**src/rtl/riscv_pkg.sv**
```systemverilog
// riscv_pkg: opcode constants, NOP encoding, fetch state encoding and the
// legal-opcode check that fetch and decode share.
package riscv_pkg;

   localparam logic [4:0] OPC_RTYPE  = 5'b01100;
   localparam logic [4:0] OPC_ITYPE  = 5'b00100;
   localparam logic [4:0] OPC_BRANCH = 5'b11000;
   localparam logic [4:0] OPC_LOAD   = 5'b00000;
   localparam logic [4:0] OPC_STORE  = 5'b01000;
   localparam logic [4:0] OPC_LUI    = 5'b01101;
   localparam logic [4:0] OPC_AUIPC  = 5'b00101;
   localparam logic [4:0] OPC_JAL    = 5'b11011;
   localparam logic [4:0] OPC_JALR   = 5'b11001;

   localparam logic [31:0] NOP_INSTR = 32'h0000_0013;

   typedef enum logic {
      FETCH   = 1'b0,
      DISCARD = 1'b1
   } fetch_state_e;

   function automatic logic is_illegal(input logic [31:0] inst);
      return inst[1:0] != 2'b11 ||
             !(inst[6:2] inside {OPC_RTYPE, OPC_ITYPE, OPC_BRANCH, OPC_LOAD, OPC_STORE,
                                 OPC_LUI, OPC_AUIPC, OPC_JAL, OPC_JALR});
   endfunction

endpackage

```
**src/rtl/fetch_buffer.sv**
```systemverilog
// fetch_buffer: synchronous FIFO with flush; push and pop may coincide.
module fetch_buffer #(
   parameter int DEPTH = 2,
   parameter int WIDTH = 64
) (
   input  logic                     clk,
   input  logic                     rst,
   input  logic                     flush,
   input  logic                     push,
   input  logic                     pop,
   input  logic [WIDTH-1:0]         wdata,
   output logic [WIDTH-1:0]         rdata,
   output logic [$clog2(DEPTH):0]   count
);

   localparam int AW = $clog2(DEPTH);
   localparam logic [AW:0] FULL = (AW+1)'(DEPTH);

   logic [WIDTH-1:0] mem_q [DEPTH];
   logic [AW-1:0]    wr_ptr_q, rd_ptr_q;
   logic [AW:0]      count_q;
   logic             do_push, do_pop;

   assign do_pop  = pop && count_q != '0;
   assign do_push = push && (count_q != FULL || do_pop);
   assign rdata   = mem_q[rd_ptr_q];
   assign count   = count_q;

   always_ff @(posedge clk or posedge rst)
      if (rst) begin
         wr_ptr_q <= '0;
         rd_ptr_q <= '0;
         count_q  <= '0;
      end else if (flush) begin
         wr_ptr_q <= '0;
         rd_ptr_q <= '0;
         count_q  <= '0;
      end else begin
         if (do_push) wr_ptr_q <= wr_ptr_q + 1'b1;
         if (do_pop) rd_ptr_q <= rd_ptr_q + 1'b1;
         count_q <= count_q + (AW+1)'(do_push) - (AW+1)'(do_pop);
      end

   always_ff @(posedge clk)
      if (do_push && !flush) mem_q[wr_ptr_q] <= wdata;

endmodule

```
**src/rtl/instr_fetch_unit.sv**
```systemverilog
// instr_fetch_unit: PC, imem req/ready fetch, instruction buffer and redirect handling.
// Define FETCH_ILLEGAL_CHECK_EN to add the inst_illegal output.
module instr_fetch_unit
   import riscv_pkg::*;
#(
   parameter logic [31:0] RESET_PC  = 32'h0000_0000,
   parameter int          BUF_DEPTH = 2
) (
   input  logic        clk,
   input  logic        rst,
   output logic        imem_req,
   output logic [31:0] imem_addr,
   input  logic        imem_ready,
   input  logic [31:0] imem_rdata,
   input  logic        redirect_valid,
   input  logic [31:0] redirect_pc,
   input  logic        stall,
   output logic        inst_valid,
`ifdef FETCH_ILLEGAL_CHECK_EN
   output logic        inst_illegal,
`endif
   output logic [31:0] inst_out,
   output logic [31:0] inst_pc
);

   localparam int CW = $clog2(BUF_DEPTH) + 1;
`ifdef FETCH_ILLEGAL_CHECK_EN
   localparam int EW = 65;
`else
   localparam int EW = 64;
`endif

   fetch_state_e   state_q, state_d;
   logic [31:0]    pc_q, pc_d, dis_addr_q, dis_addr_d;
   logic           pend_q, pend_d;
   logic           has_room, accept, push, pop, empty;
   logic [CW-1:0]  count;
   logic [EW-1:0]  wdata, rdata;

   assign empty    = count == '0;
   assign has_room = count < CW'(BUF_DEPTH);

   // A request already on the bus stays up through a redirect; only new ones are held back.
   always_comb begin
      imem_req   = !rst && (state_q == DISCARD || pend_q || (has_room && !redirect_valid));
      imem_addr  = state_q == DISCARD ? dis_addr_q : pc_q;
      accept     = imem_req && imem_ready;
      push       = accept && state_q == FETCH && !redirect_valid;
      pop        = !empty && !stall;
      pc_d       = redirect_valid ? {redirect_pc[31:2], 2'b00} : push ? pc_q + 32'd4 : pc_q;
      state_d    = state_q == DISCARD ? (imem_ready ? FETCH : DISCARD)
                 : (redirect_valid && imem_req && !imem_ready ? DISCARD : FETCH);
      dis_addr_d = state_q == FETCH && state_d == DISCARD ? pc_q : dis_addr_q;
      pend_d     = imem_req && !imem_ready;
   end

   always_ff @(posedge clk or posedge rst)
      if (rst) begin
         state_q    <= FETCH;
         pc_q       <= RESET_PC;
         dis_addr_q <= RESET_PC;
         pend_q     <= 1'b0;
      end else begin
         state_q    <= state_d;
         pc_q       <= pc_d;
         dis_addr_q <= dis_addr_d;
         pend_q     <= pend_d;
      end

`ifdef FETCH_ILLEGAL_CHECK_EN
   assign wdata        = {is_illegal(imem_rdata), pc_q, imem_rdata};
   assign inst_illegal = !empty && rdata[64];
`else
   assign wdata = {pc_q, imem_rdata};
`endif

   fetch_buffer #(.DEPTH(BUF_DEPTH), .WIDTH(EW)) u_buf (
      .clk   (clk),
      .rst   (rst),
      .flush (redirect_valid),
      .push  (push),
      .pop   (pop),
      .wdata (wdata),
      .rdata (rdata),
      .count (count)
   );

   assign inst_valid = !empty;
   assign inst_out   = empty ? NOP_INSTR : rdata[31:0];
   assign inst_pc    = empty ? 32'h0 : rdata[63:32];

endmodule

```
**config.mk**
```make
export PLATFORM = sky130hd
export DESIGN_NAME = instr_fetch_unit
export DESIGN_NICKNAME = d
export VERILOG_FILES = /design/src/rtl/riscv_pkg.sv /design/src/rtl/fetch_buffer.sv /design/src/rtl/instr_fetch_unit.sv
export SDC_FILE = /design/constraint.sdc
export NUM_CORES = 1
export LEC_CHECK = 0
export CAP_MARGIN = 20
export CORE_ASPECT_RATIO = 0.6
export CORE_MARGIN = 5
export CORE_UTILIZATION = 38
export DETAILED_ROUTE_END_ITERATION = 16
export PLACE_DENSITY = 0.69
export SKIP_CTS_REPAIR_TIMING = 1
export SLEW_MARGIN = 20
export SYNTH_ARGS = -nofsm -noshare
export SYNTH_HDL_FRONTEND = slang
export SYNTH_HIERARCHICAL = 1
export SYNTH_SLANG_ARGS = --single-unit
```
**constraint.sdc**
```tcl
create_clock -name clk -period 12.46 [get_ports clk]
set_input_delay 1.246 -clock clk [delete_from_list [all_inputs] [get_ports clk]]
set_output_delay 1.246 -clock clk [all_outputs]
set_load 0.02 [all_outputs]
```
* After elaboration in Yosys (flattened, before gate mapping)
Memory sizes are Yosys's and may differ from the RTL's.
Index checks and enable logic that the tools add are counted.
** Word-level totals
- Bits in registers :: 70
- Latch bits :: 0
- Memory bits (writable) :: 128
- ROM bits :: 0
- Bits of input ports :: 69
- Word-level logic and storage cells :: 57
- Memories :: 1
** Memory list
- u_buf.mem_q :: depth 2, width 64, rd ports 1, clocked after Yosys merged registers in 0, write ports 1, line fetch_buffer.sv:19 : logic [WIDTH-1:0] mem_q [DEPTH];
** Operators by class
- Add/subtract/negate cells :: 5
- Multipliers :: 0
- Div/mod/pow operators :: 0
- Magnitude comparators :: 1
- Equal/unequal tests :: 1
- Shift operators :: 0
- Multiplexer cells :: 15
- Bitwise logic cells :: 1
- Reductions and logical operators :: 26
** Operator list (count)
- $mux W32 :: 5
- $add A32 B3 Y32 const B :: 1
- $logic_and A1 B1 Y1 :: 13
- $mux W1 :: 9
- $reduce_bool A2 Y1 :: 4
- $logic_not A1 Y1 :: 5
- $logic_or A1 B1 Y1 :: 3
- $add A1 B1 Y1 const B :: 2
- $add A2 B1 Y2 :: 1
- $logic_not A2 Y1 :: 1
- $lt A2 B2 Y1 const B :: 1
- $mux W2 :: 1
- $ne A2 B2 Y1 const B :: 1
- $sub A2 B1 Y2 :: 1
- $not A1 Y1 :: 1

* Longest topological paths before layout
Gate-level depths: netlist of run 1.
- Word-level depth :: 11
- Mapped depth :: 10
- Gate-level depth less buffers :: 9

* Hierarchy
Netlist of run 1, hierarchy kept.
** Modules (own cells, without submodules)
- fetch_buffer :: instances 1, cells each 221, area an instance 4874.7 um2
- instr_fetch_unit :: instances 1, cells each 389, area an instance 3808.7 um2

* Least setup slack after synthesis of run 1
No wires, ideal clock.
- Path kind :: in2reg
- Start :: in redirect_valid
- End :: mem u_buf.mem_q[1][0] (enable)
- Library setup time :: 0.579 ns
- Data arrival time :: 6.707 ns
- Required time :: 11.881 ns
- Setup slack :: 5.174 ns
- Stages on the path :: 6
- Cell sequence :: buf_2 > o21bai_2 > nand2_1 > nor2_1 > o31ai_4 > nor3b_1
** On the way
- Word-level cells in the longest chain between the ends :: 11
** RTL lines
- start, declared :: line instr_fetch_unit.sv:15 : input logic redirect_valid,
- $logic_not A1 Y1 * :: line instr_fetch_unit.sv:45, instr_fetch_unit.sv:48
- $logic_and A1 B1 Y1 :: line instr_fetch_unit.sv:45 : imem_req = !rst && (state_q == DISCARD || pend_q || (has_room && !redirect_valid));
- $logic_or A1 B1 Y1 :: line instr_fetch_unit.sv:45
- $logic_and A1 B1 Y1 :: line instr_fetch_unit.sv:45
- $logic_and A1 B1 Y1 :: line instr_fetch_unit.sv:47 : accept = imem_req && imem_ready;
- $logic_and A1 B1 Y1 :: line instr_fetch_unit.sv:48 : push = accept && state_q == FETCH && !redirect_valid;
- $logic_and A1 B1 Y1 * :: line instr_fetch_unit.sv:48
- via push :: line instr_fetch_unit.sv:36 : logic has_room, accept, push, pop, empty;
- $logic_and A1 B1 Y1 * :: line fetch_buffer.sv:25 : assign do_push = push && (count_q != FULL || do_pop);
- $logic_and A1 B1 Y1 * :: line fetch_buffer.sv:45 : if (do_push && !flush) mem_q[wr_ptr_q] <= wdata;
- $mux W1 * :: line fetch_buffer.sv:45
- $mux W1 (implied by the code) * :: line fetch_buffer.sv:45
- end, declared :: line fetch_buffer.sv:19
Mark *: on every way through the listed nets, which the timed path passes. The rest lies on a longest branch.

* Final worst setup path of run 1
- Start :: in redirect_valid
- End :: out imem_req
** On the way
- Word-level cells in the longest chain between the ends :: 4
** RTL lines
- $logic_not A1 Y1 :: line instr_fetch_unit.sv:45
- $logic_and A1 B1 Y1 :: line instr_fetch_unit.sv:45
- $logic_or A1 B1 Y1 :: line instr_fetch_unit.sv:45
- $logic_and A1 B1 Y1 :: line instr_fetch_unit.sv:45
- end, declared :: line instr_fetch_unit.sv:11 : output logic imem_req,
Every way passes these cells.

==> results of run 1 <==
-- cells by family after synthesis --
logic type,Yosys count,share of synthesized area [%]
AND/OR/NAND/NOR,177,11.64
adder cells (fa/ha/maj),3,0.4323
AO/OA/AOI/OAI,38,2.622
buffers and inverters,42,2.680
multiplexers,126,16.37
XOR/XNOR,29,2.925
flip-flops,194,63.29
other,1,0.04319
-- metrics by stage --
stage / instances / total power, mW
floorplan: 615 / 0.8827
finish: 1091 / 1.500
global route: 1090 / 1.565
detailed placement: 1058 / 0.9712
global placement: 1058 / 0.9664
CTS: 1090 / 1.517
-- layout make-up --
cell class | count | share of cell area, %
antenna | 1 | 0.02242
clock buffer | 24 | 4.316
clock inverter | 8 | 0.9081
inverter | 8 | 0.2691
multi-input combinational | 379 | 26.79
sequential | 194 | 49.28
tap | 308 | 3.453
timing repair buffer | 169 | 14.96
-- worst register-to-register path, cell delays in order (launching register included) --
cell     delay, ns
dfrtp_2       1.00
nor2_1        0.18
nor3_2        0.20
nor3b_4       0.74
buf_4         0.43
mux2_2        0.39
-- synth_stat cells (4+ instances only) --
cell | instances | area, um2
inv_1 | 6 | 22.52
and2_1 | 63 | 394.1
nand3_1 | 11 | 55.05
dfrtp_1 | 66 | 1652
nand4_1 | 16 | 100.1
nor2_1 | 15 | 56.30
buf_2 | 6 | 30.03
mux2_2 | 65 | 732.0
edfxtp_1 | 128 | 3844
nor3_1 | 5 | 25.02
and4_1 | 4 | 35.03
o21ai_0 | 30 | 150.1
xor2_1 | 21 | 183.9
nand2_1 | 39 | 146.4
nor4_1 | 4 | 25.02
clkbuf_1 | 15 | 56.30
buf_6 | 6 | 67.56
xnor2_1 | 8 | 70.07
buf_4 | 6 | 45.04
mux2_1 | 59 | 664.4
-- power breakdown --
group          internal, mW  total (mW)  switching (mW)
sequential            0.733       0.773          0.0393
clock                 0.313       0.544           0.232
combinational         0.102       0.183          0.0813
-- worst paths after layout --
check                                       to  slack, ns      startpoint  cells after the start
worst max register to register  dis_addr_q[11]       9.42         state_q                      5
worst min register to register  dis_addr_q[16]       0.49  dis_addr_q[16]                      1
worst max-delay path                  imem_req       8.13  redirect_valid                      5
worst min-delay path            dis_addr_q[16]       0.49  dis_addr_q[16]                      1
max in group asynchronous              state_q      10.29             rst                      3
min in group asynchronous       u_buf/rd_ptr_q       1.27             rst                      2
-- per-layer routing --
| layer | wire, um | share of wire (%) |
|---|---|---|
| met4 | 193 | 0.96 |
| met5 | 20 | 0.10 |
| met2 | 8315 | 41 |
| met3 | 1223 | 6.1 |
| met1 | 10320 | 51 |
-- cells in the final DEF (no fill, tap or decap), drive strengths merged, types with 3 or more instances in the layout --
master / instances
ha: 3
nand4: 17
nand3: 12
nand2: 39
nor3: 7
inv: 8
nor2: 16
xnor2: 8
xor2: 21
nor4: 4
clkbuf: 24
edfxtp: 128
or3: 3
and4: 4
o21ai: 30
conb: 6
nor2b: 3
and2: 63
buf: 8
nor3b: 3
a31oi: 3
nand2b: 3
mux2: 125
clkdlybuf4s50: 161
clkinv: 6
dfrtp: 66
-- state kept, by name, summed over array words and instances (netlist names) --
register        cells
u_buf/mem_q       128
pend_q              1
pc_q               30
u_buf/wr_ptr_q      1
state_q             1
u_buf/rd_ptr_q      1
u_buf/count         2
dis_addr_q         30
==> metrics.md, run 1 <==
| Metric | Value |
|---|---|
| Status | finished clean |
| DRC Markers | 0 |
| Initial Util | 38.97% |
| Drt initial violations | 270 |
| Avg WL per Cell | 18.40 um |
| Class of the most critical hold timing path | reg -> reg |
| VDD IR-drop max | 0.08793 mV |
| Clock Sinks | 194 |
| Total CTS buffers | 17 |
| Min Tclk post-route | 4.326 ns |
| Worst-path maximum fanout | 61 |
| Final slew viol count | 0 |
| Via-to-Cell Ratio | 4.877 |
| Leak | 3.988 nW |
| Crit-path leading delay family | buffers and inverters |
| Sequential-to-total area share from yosys stat | 63.29% |
| GRT Overall Usage | 15.58% |
| FF+latch area | 5500 um2 |
| Nets | 841 |
| Crit share post-route | 34.72% |
| Met1 usage | 23.42% |
| Fraction of layout cells with a size suffix above 1 | 15.35% |
| CP max-delay cell | buf_2 |
| Placer congestion estimate | 0.7682 |
| PD cells | 134.4 nW/um2 |
| Async set-reset flop share out of synthesis | 34.02% |
| WHS | 0.4877 ns |
| Top_reg_cell synth | edfxtp_1 |
| Die Wd | 205.2 um |
| Area growth syn-to-layout | 28.53% |
| Number of synthesized flops with an enable pin | 128 |
| Vias in the first global route | 5421 |
| Pre-CTS setup slack | 7.956 ns |
| Ports | 167 |
| Detailed Routing Iterations Pass 1 | 4 |
| Design area | 11160 um2 |
| Clk Latency, worst-skew pair | 0.43 ns |
| Area of the multi-input gates | 2990 um2 |
| Core Util, Final | 50.09% |
| Core ar. | 22280 um2 |
| Clock transition at path regs | 0.07 ns |
| Setup CP Type | in -> out |
| Worst setup margin | 8.134 ns |
| Synthesized area per cell | 14.23 um2 |
| # Max-Cap Violations | 0 |
| CP cell instances | buf_2, o21bai_2, nor2_1, nor2_1, clkdlybuf4s50_1 |
| Yosys warns | 6 |
| Largest net degree at the start of global routing | 66 |
| WL final | 20070 um |
| Initial antenna violation count | 3 |
| CP Data Required Time | 11.21 ns |
| Die Area | 26070 um2 |
| Area after DPL | 10580 um2 |
| Setup_tns | 0 ns |
| CTS tree | yes |
| Grt peak-use layer | met1 |
| Maximum clock rate | 231.1 MHz |
| Final hold viol count | 0 |
| Worst Path Buf+Inv | 2 |
| Arr. time, crit path | 3.08 ns |
| Post-DP HPWL | 12910 um |
| Met2 track demand over resource | 22.38% |
| RSZ-0062 raised after global routing | no |
| Post-Synthesis Cells | 610 |
| Slew @ Worst Pin | 1.018 ns |
| Row count | 42 |
| CTS root buffer | clkbuf_16 |
| Final Skew | 0.01157 ns |
| Longest Clk Path Bufs | 2 |
| Worst rel slew slack | 32.13% |
| CP Launch Type | input pin |
| Port buffer count | 162 |
| Post-Syn Area | 8683 um2 |
| FF+latch count, synth | 194 |
| GRT Residual Overflow | 0 |
| Met3 usage | 4.433% |
| # H-tree levels | 4 |
| Global-route wire length before repair | 30960 um |
| Via Count | 5321 |
| CP max stage delay | 0.75 ns |
| Filler Cells Inserted | 1948 |
| Final Setup Violations | 0 |
| CP most frequent cell | nor2_1 |
| Height of the die | 127.1 um |
| Synth cell types | 47 |
| Critical path endpoint category | primary output |
| Antenna Nets Post-Route | 0 |
Note: power is estimated with default switching activity, not from simulation.
==> inputs of run 2 (changes only) <==
==> constraint.sdc (replaced) <==
create_clock -name clk -period 4.4 [get_ports clk]
set_input_delay 0.44 -clock clk [delete_from_list [all_inputs] [get_ports clk]]
set_output_delay 0.44 -clock clk [all_outputs]
set_load 0.02 [all_outputs]
==> run 2 against run 1 <==
Via count up 0.32%. Largest cell class unchanged. Global-route usage grew 0.28 points. Sequential cell count unchanged. Clock power grew to 2.9 times the previous value. Cell count unchanged. Sequential power rose to 2.8 times the previous value. Highest routed layer unchanged. Core utilization rose by 0.23 points.
==> metrics.md, run 2 (synthesis gave the netlist of run 1 again) <==
| Metric | Value |
|---|---|
| Status | finished clean |
| Critical Path End | inst_out[22] |
| Crit-path leading delay family | buffers and inverters |
| GRT Overall Usage | 15.85% |
| Ports | 167 |
| Area growth syn-to-layout | 29.12% |
| Largest net degree at the start of global routing | 66 |
| Register name with the most flops | u_buf/mem_q |
| Height of the die | 127.1 um |
| Number of flip-flops in the largest register | 128 |
| Global-route wire length before repair | 31620 um |
| Clock Sinks | 194 |
| Crit share post-route | 72.09% |
| Total CTS buffers | 17 |
| Post-DP HPWL | 13360 um |
| Detailed Routing Iterations Pass 1 | 4 |
| Initial antenna violation count | 1 |
| # Max-Cap Violations | 0 |
| Most frequent cells in the layout | clkdlybuf4s50_1 (161), edfxtp_1 (128), mux2_2 (65) |
| Pre-CTS setup slack | 1.459 ns |
| Worst-path maximum fanout | 36 |
| Slew @ Worst Pin | 0.9800 ns |
| Die Wd | 205.2 um |
| Avg WL per Cell | 18.53 um |
| CP startpoint | u_buf/count[1] |
| DRC Markers | 0 |
| Antenna diodes | 0 |
| Vias in the first global route | 5412 |
| FF-to-FF setup slack | 1.63 ns |
| Row count | 42 |
| Nets | 842 |
| GRT Residual Overflow | 0 |
| Via Count | 5338 |
| CP max stage delay | 0.63 ns |
| Antenna Nets Post-Route | 0 |
| Worst rel slew slack | 34.67% |
| CP max-delay cell | or2_2 |
| Capturing point of the worst reg2reg path | dis_addr_q[22] |
| Drt initial violations | 359 |
| RSZ-0062 raised after global routing | no |
| Reg2reg start | state_q |
| Cell depth of the worst setup path | 4 |
| Maximum clock rate | 315.3 MHz |
| Min Tclk post-route | 3.172 ns |
| Class of the most critical hold timing path | in -> async |
| Top flop regs | u_buf/mem_q: 128 flops, dis_addr_q: 30 flops, pc_q: 30 flops |
| Core ar. | 22280 um2 |
| Worst setup margin | 1.228 ns |
| Longest Clk Path Bufs | 2 |
| VDD IR-drop max | 0.2750 mV |
| Leak | 4.007 nW |
| Worst Reg2Reg Path Length in Cells | 5 |
| Placer congestion estimate | 0.7732 |
| PD cells | 384.9 nW/um2 |
| Worst Path Buf+Inv | 2 |
| Setup_tns | 0 ns |
| Port buffer count | 162 |
| Clk Latency, worst-skew pair | 0.43 ns |
| Final Skew | 0.007750 ns |
| CP Launch Type | flip-flop |
| CP cell instances | or2_2, buf_4, and2_1, clkdlybuf4s50_1 |
| Leading cell type in the layout, fill and taps excluded | clkdlybuf4s50_1 |
| WL final | 20220 um |
| # H-tree levels | 4 |
| CTS root buffer | clkbuf_16 |
| CP Data Required Time | 3.96 ns |
| Initial Util | 38.97% |
| Final hold viol count | 0 |
| Setup CP Type | reg -> out |
| Final Setup Violations | 0 |
| CTS tree | yes |
| Fraction of layout cells with a size suffix above 1 | 15.96% |
| Clock transition at path regs | 0.07 ns |
| Final slew viol count | 0 |
| Critical path endpoint category | primary output |
| Arr. time, crit path | 2.73 ns |
| Via-to-Cell Ratio | 4.893 |
| Die Area | 26070 um2 |
run 2: power breakdown:
part | internal, mW | switching (mW) | leakage (nW)
Clock | 0.901 | 0.702 | 0.292
Combinational | 0.290 | 0.233 | 1.75
Sequential | 2.08 | 0.112 | 1.96
run 2: layer usage:
layer	global-route usage, %	up-vias	wire [um]
met5	0	-	13
met2	21.93	172	8257
met3	4.559	25	1353
met4	4.880	2	301
li1	-	2515	-
met1	24.04	2624	10290
run 2: stage by stage:
step                area (um2)  hold WS, ns  power [mW]  utilization, %  std cells
floorplan                 8712       0.2061       2.499               -        615
global placement         10610       0.4612       2.739           47.61       1059
detailed placement       10610       0.4729       2.756           47.61       1059
CTS                      11210       0.4180       4.359           50.32       1091
global route             11210       0.4652       4.500           50.32       1091
finish                   11210       0.4278       4.315           50.32       1091
run 2: how the worst min path moves through the flow:
stage | cells past startpoint | slack (ns) | endpoint
CTS | 2 | 0.42 | u_buf/rd_ptr_q
global route | 2 | 0.47 | u_buf/rd_ptr_q
detailed placement | 1 | 0.47 | dis_addr_q[18]
finish | 2 | 0.43 | u_buf/rd_ptr_q
floorplan | 1 | 0.21 | u_buf/count[0]
global placement | 1 | 0.46 | dis_addr_q[20]
run 2: final cells by class:
| type | count | area, um2 |
|---|---|---|
| sequential | 194 | 5500 |
| inverter | 8 | 30.03 |
| fill | 1941 | 11070 |
| multi-input combinational | 379 | 3003 |
| clock inverter | 15 | 178.9 |
| tap | 308 | 385.4 |
| clock buffer | 17 | 425.4 |
| timing repair buffer | 170 | 1689 |
==> inputs of run 3 (changes only) <==
==> constraint.sdc (replaced) <==
create_clock -name clk -period 3.2 [get_ports clk]
set_input_delay 0.32 -clock clk [delete_from_list [all_inputs] [get_ports clk]]
set_output_delay 0.32 -clock clk [all_outputs]
set_load 0.02 [all_outputs]
==> run 3 against run 2 <==
Sequential share of layout area fell by 0.33 points. Hold slack got worse by 0.11 ns. Critical endpoint is now inst_pc[15]. Core utilization rose by 0.34 points. Largest power group unchanged. Critical path depth did not move. First-iteration DRC count fell by 24%. Register-to-register slack got worse by 0.63 ns.
==> metrics.md, run 3 (synthesis gave the netlist of run 1 again) <==
| Metric | Value |
|---|---|
| Status | finished clean |
| Min Tclk post-route | 2.768 ns |
| GRT Residual Overflow | 0 |
| Via-to-Cell Ratio | 4.835 |
| Top flop regs | u_buf/mem_q: 128 flops, dis_addr_q: 30 flops, pc_q: 30 flops |
| Placer congestion estimate | 0.7644 |
| Initial antenna violation count | 1 |
| Vias in the first global route | 5372 |
| Antenna Nets Post-Route | 0 |
| Final hold viol count | 0 |
| Leak | 4.042 nW |
| CTS tree | yes |
| Most frequent cells in the layout | clkdlybuf4s50_1 (161), edfxtp_1 (128), mux2_2 (65) |
| Class of the most critical hold timing path | in -> async |
| CTS root buffer | clkbuf_16 |
| Placed cell count | 1066 |
| CP Data Required Time | 2.88 ns |
| Die Area | 26070 um2 |
| Via Count | 5309 |
| Ports | 167 |
| Total CTS buffers | 17 |
| Worst rel slew slack | 51.31% |
| Avg WL per Cell | 17.95 um |
| Maximum clock rate | 361.3 MHz |
| Area growth syn-to-layout | 30.00% |
| Arr. time, crit path | 2.45 ns |
| Critical path endpoint category | primary output |
| Non-filler cells, final | 1098 |
| Global-route wire length before repair | 31100 um |
| CP Launch Type | flip-flop |
| Drt initial violations | 272 |
| Detailed Routing Iterations Pass 1 | 4 |
| VDD IR-drop max | 0.3848 mV |
| Core ar. | 22280 um2 |
| Register name with the most flops | u_buf/mem_q |
| Clk Latency, worst-skew pair | 0.43 ns |
| RSZ-0062 raised after global routing | no |
| Number of flip-flops in the largest register | 128 |
| Crit share post-route | 86.49% |
| DRC Markers | 0 |
| Die Wd | 205.2 um |
| # Max-Cap Violations | 0 |
| PD cells | 518.4 nW/um2 |
| Worst-path maximum fanout | 19 |
| Longest Clk Path Bufs | 2 |
| Nets | 849 |
| Slew @ Worst Pin | 0.7293 ns |
| Row count | 42 |
| Height of the die | 127.1 um |
| Setup CP Type | reg -> out |
| Antenna diodes | 0 |
| Fraction of layout cells with a size suffix above 1 | 16.33% |
| GRT Overall Usage | 15.60% |
| Post-DP HPWL | 13420 um |
| Largest net degree at the start of global routing | 48 |
| Setup_tns | 0 ns |
| Clock Sinks | 194 |
| Initial Util | 38.97% |
| Leading cell type in the layout, fill and taps excluded | clkdlybuf4s50_1 |
| Final Skew | 0.009004 ns |
| Clock transition at path regs | 0.07 ns |
| Port buffer count | 162 |
| WL final | 19710 um |
| # H-tree levels | 4 |
| Final slew viol count | 0 |
| Final Setup Violations | 0 |
## run 3: cell count changes in the layout (fill, tap and decap cells not counted), sizes merged
| cell | before | now |
|---|---|---|
| buf | 9 | 16 |
| clkbuf | 17 | 22 |
| inv | 12 | 8 |
| clkinvlp | 3 | 1 |
| clkinv | 5 | 6 |
## run 3: metal layers
layer / part of all wire (%) / routed length, um / track usage [%] / vias to the layer above
li1: - / - / - / 2529
met1: 51 / 10000 / 23.82 / 2602
met2: 41 / 8176 / 21.87 / 165
met3: 7.1 / 1390 / 4.939 / 13
met4: 0.71 / 140 / 3.070 / 0
met5: 0 / 0 / 0 / -
## run 3: metrics by stage
step                      instance area (um2)  hold WS, ns  power (mW)  utilization, %  setup WS, ns
after floorplan                          8738      0.08608       3.439               -      0.004387
after global placement                  10710       0.4627       3.776           48.07        0.6766
after detailed placement                10710       0.4741       3.795           48.07        0.6634
after CTS                               11290       0.3084       5.927           50.66        0.3928
after global routing                    11290       0.3556       6.112           50.66        0.3220
final                                   11290       0.3191       5.852           50.66        0.4324
## run 3: final timing paths
kind                           startpoint              to  slack, ns  depth (start not counted)
setup / recovery           u_buf/rd_ptr_q     inst_pc[15]       0.43                          4
max in group asynchronous             rst        pc_q[12]       1.99                          3
hold reg to reg            dis_addr_q[17]  dis_addr_q[17]       0.48                          1
hold / removal                        rst  u_buf/count[0]       0.32                          2
min in group clk           redirect_valid        pc_q[21]       0.38                          3
setup reg to reg                  pc_q[7]        pc_q[30]       1.00                          5
## run 3: final cells by class
type | instances | area [um2]
inverter | 8 | 30.03
sequential | 194 | 5500
tap | 308 | 385.4
clock inverter | 10 | 133.9
multi-input combinational | 379 | 3015
clock buffer | 22 | 444.2
fill | 1933 | 10990
timing repair buffer | 177 | 1779
## run 3: where the power goes
group | switching, mW | internal [mW] | total, mW
combinational | 0.332 | 0.405 | 0.737
sequential | 0.140 | 2.86 | 3.00
clock | 0.892 | 1.23 | 2.12
## run 3: worst max-delay path, stage by stage (launching register included)
cell,delay [ns]
dfrtp_4,0.64
buf_4,0.30
mux2_1,0.34
and2_1,0.19
clkdlybuf4s50_1,0.55
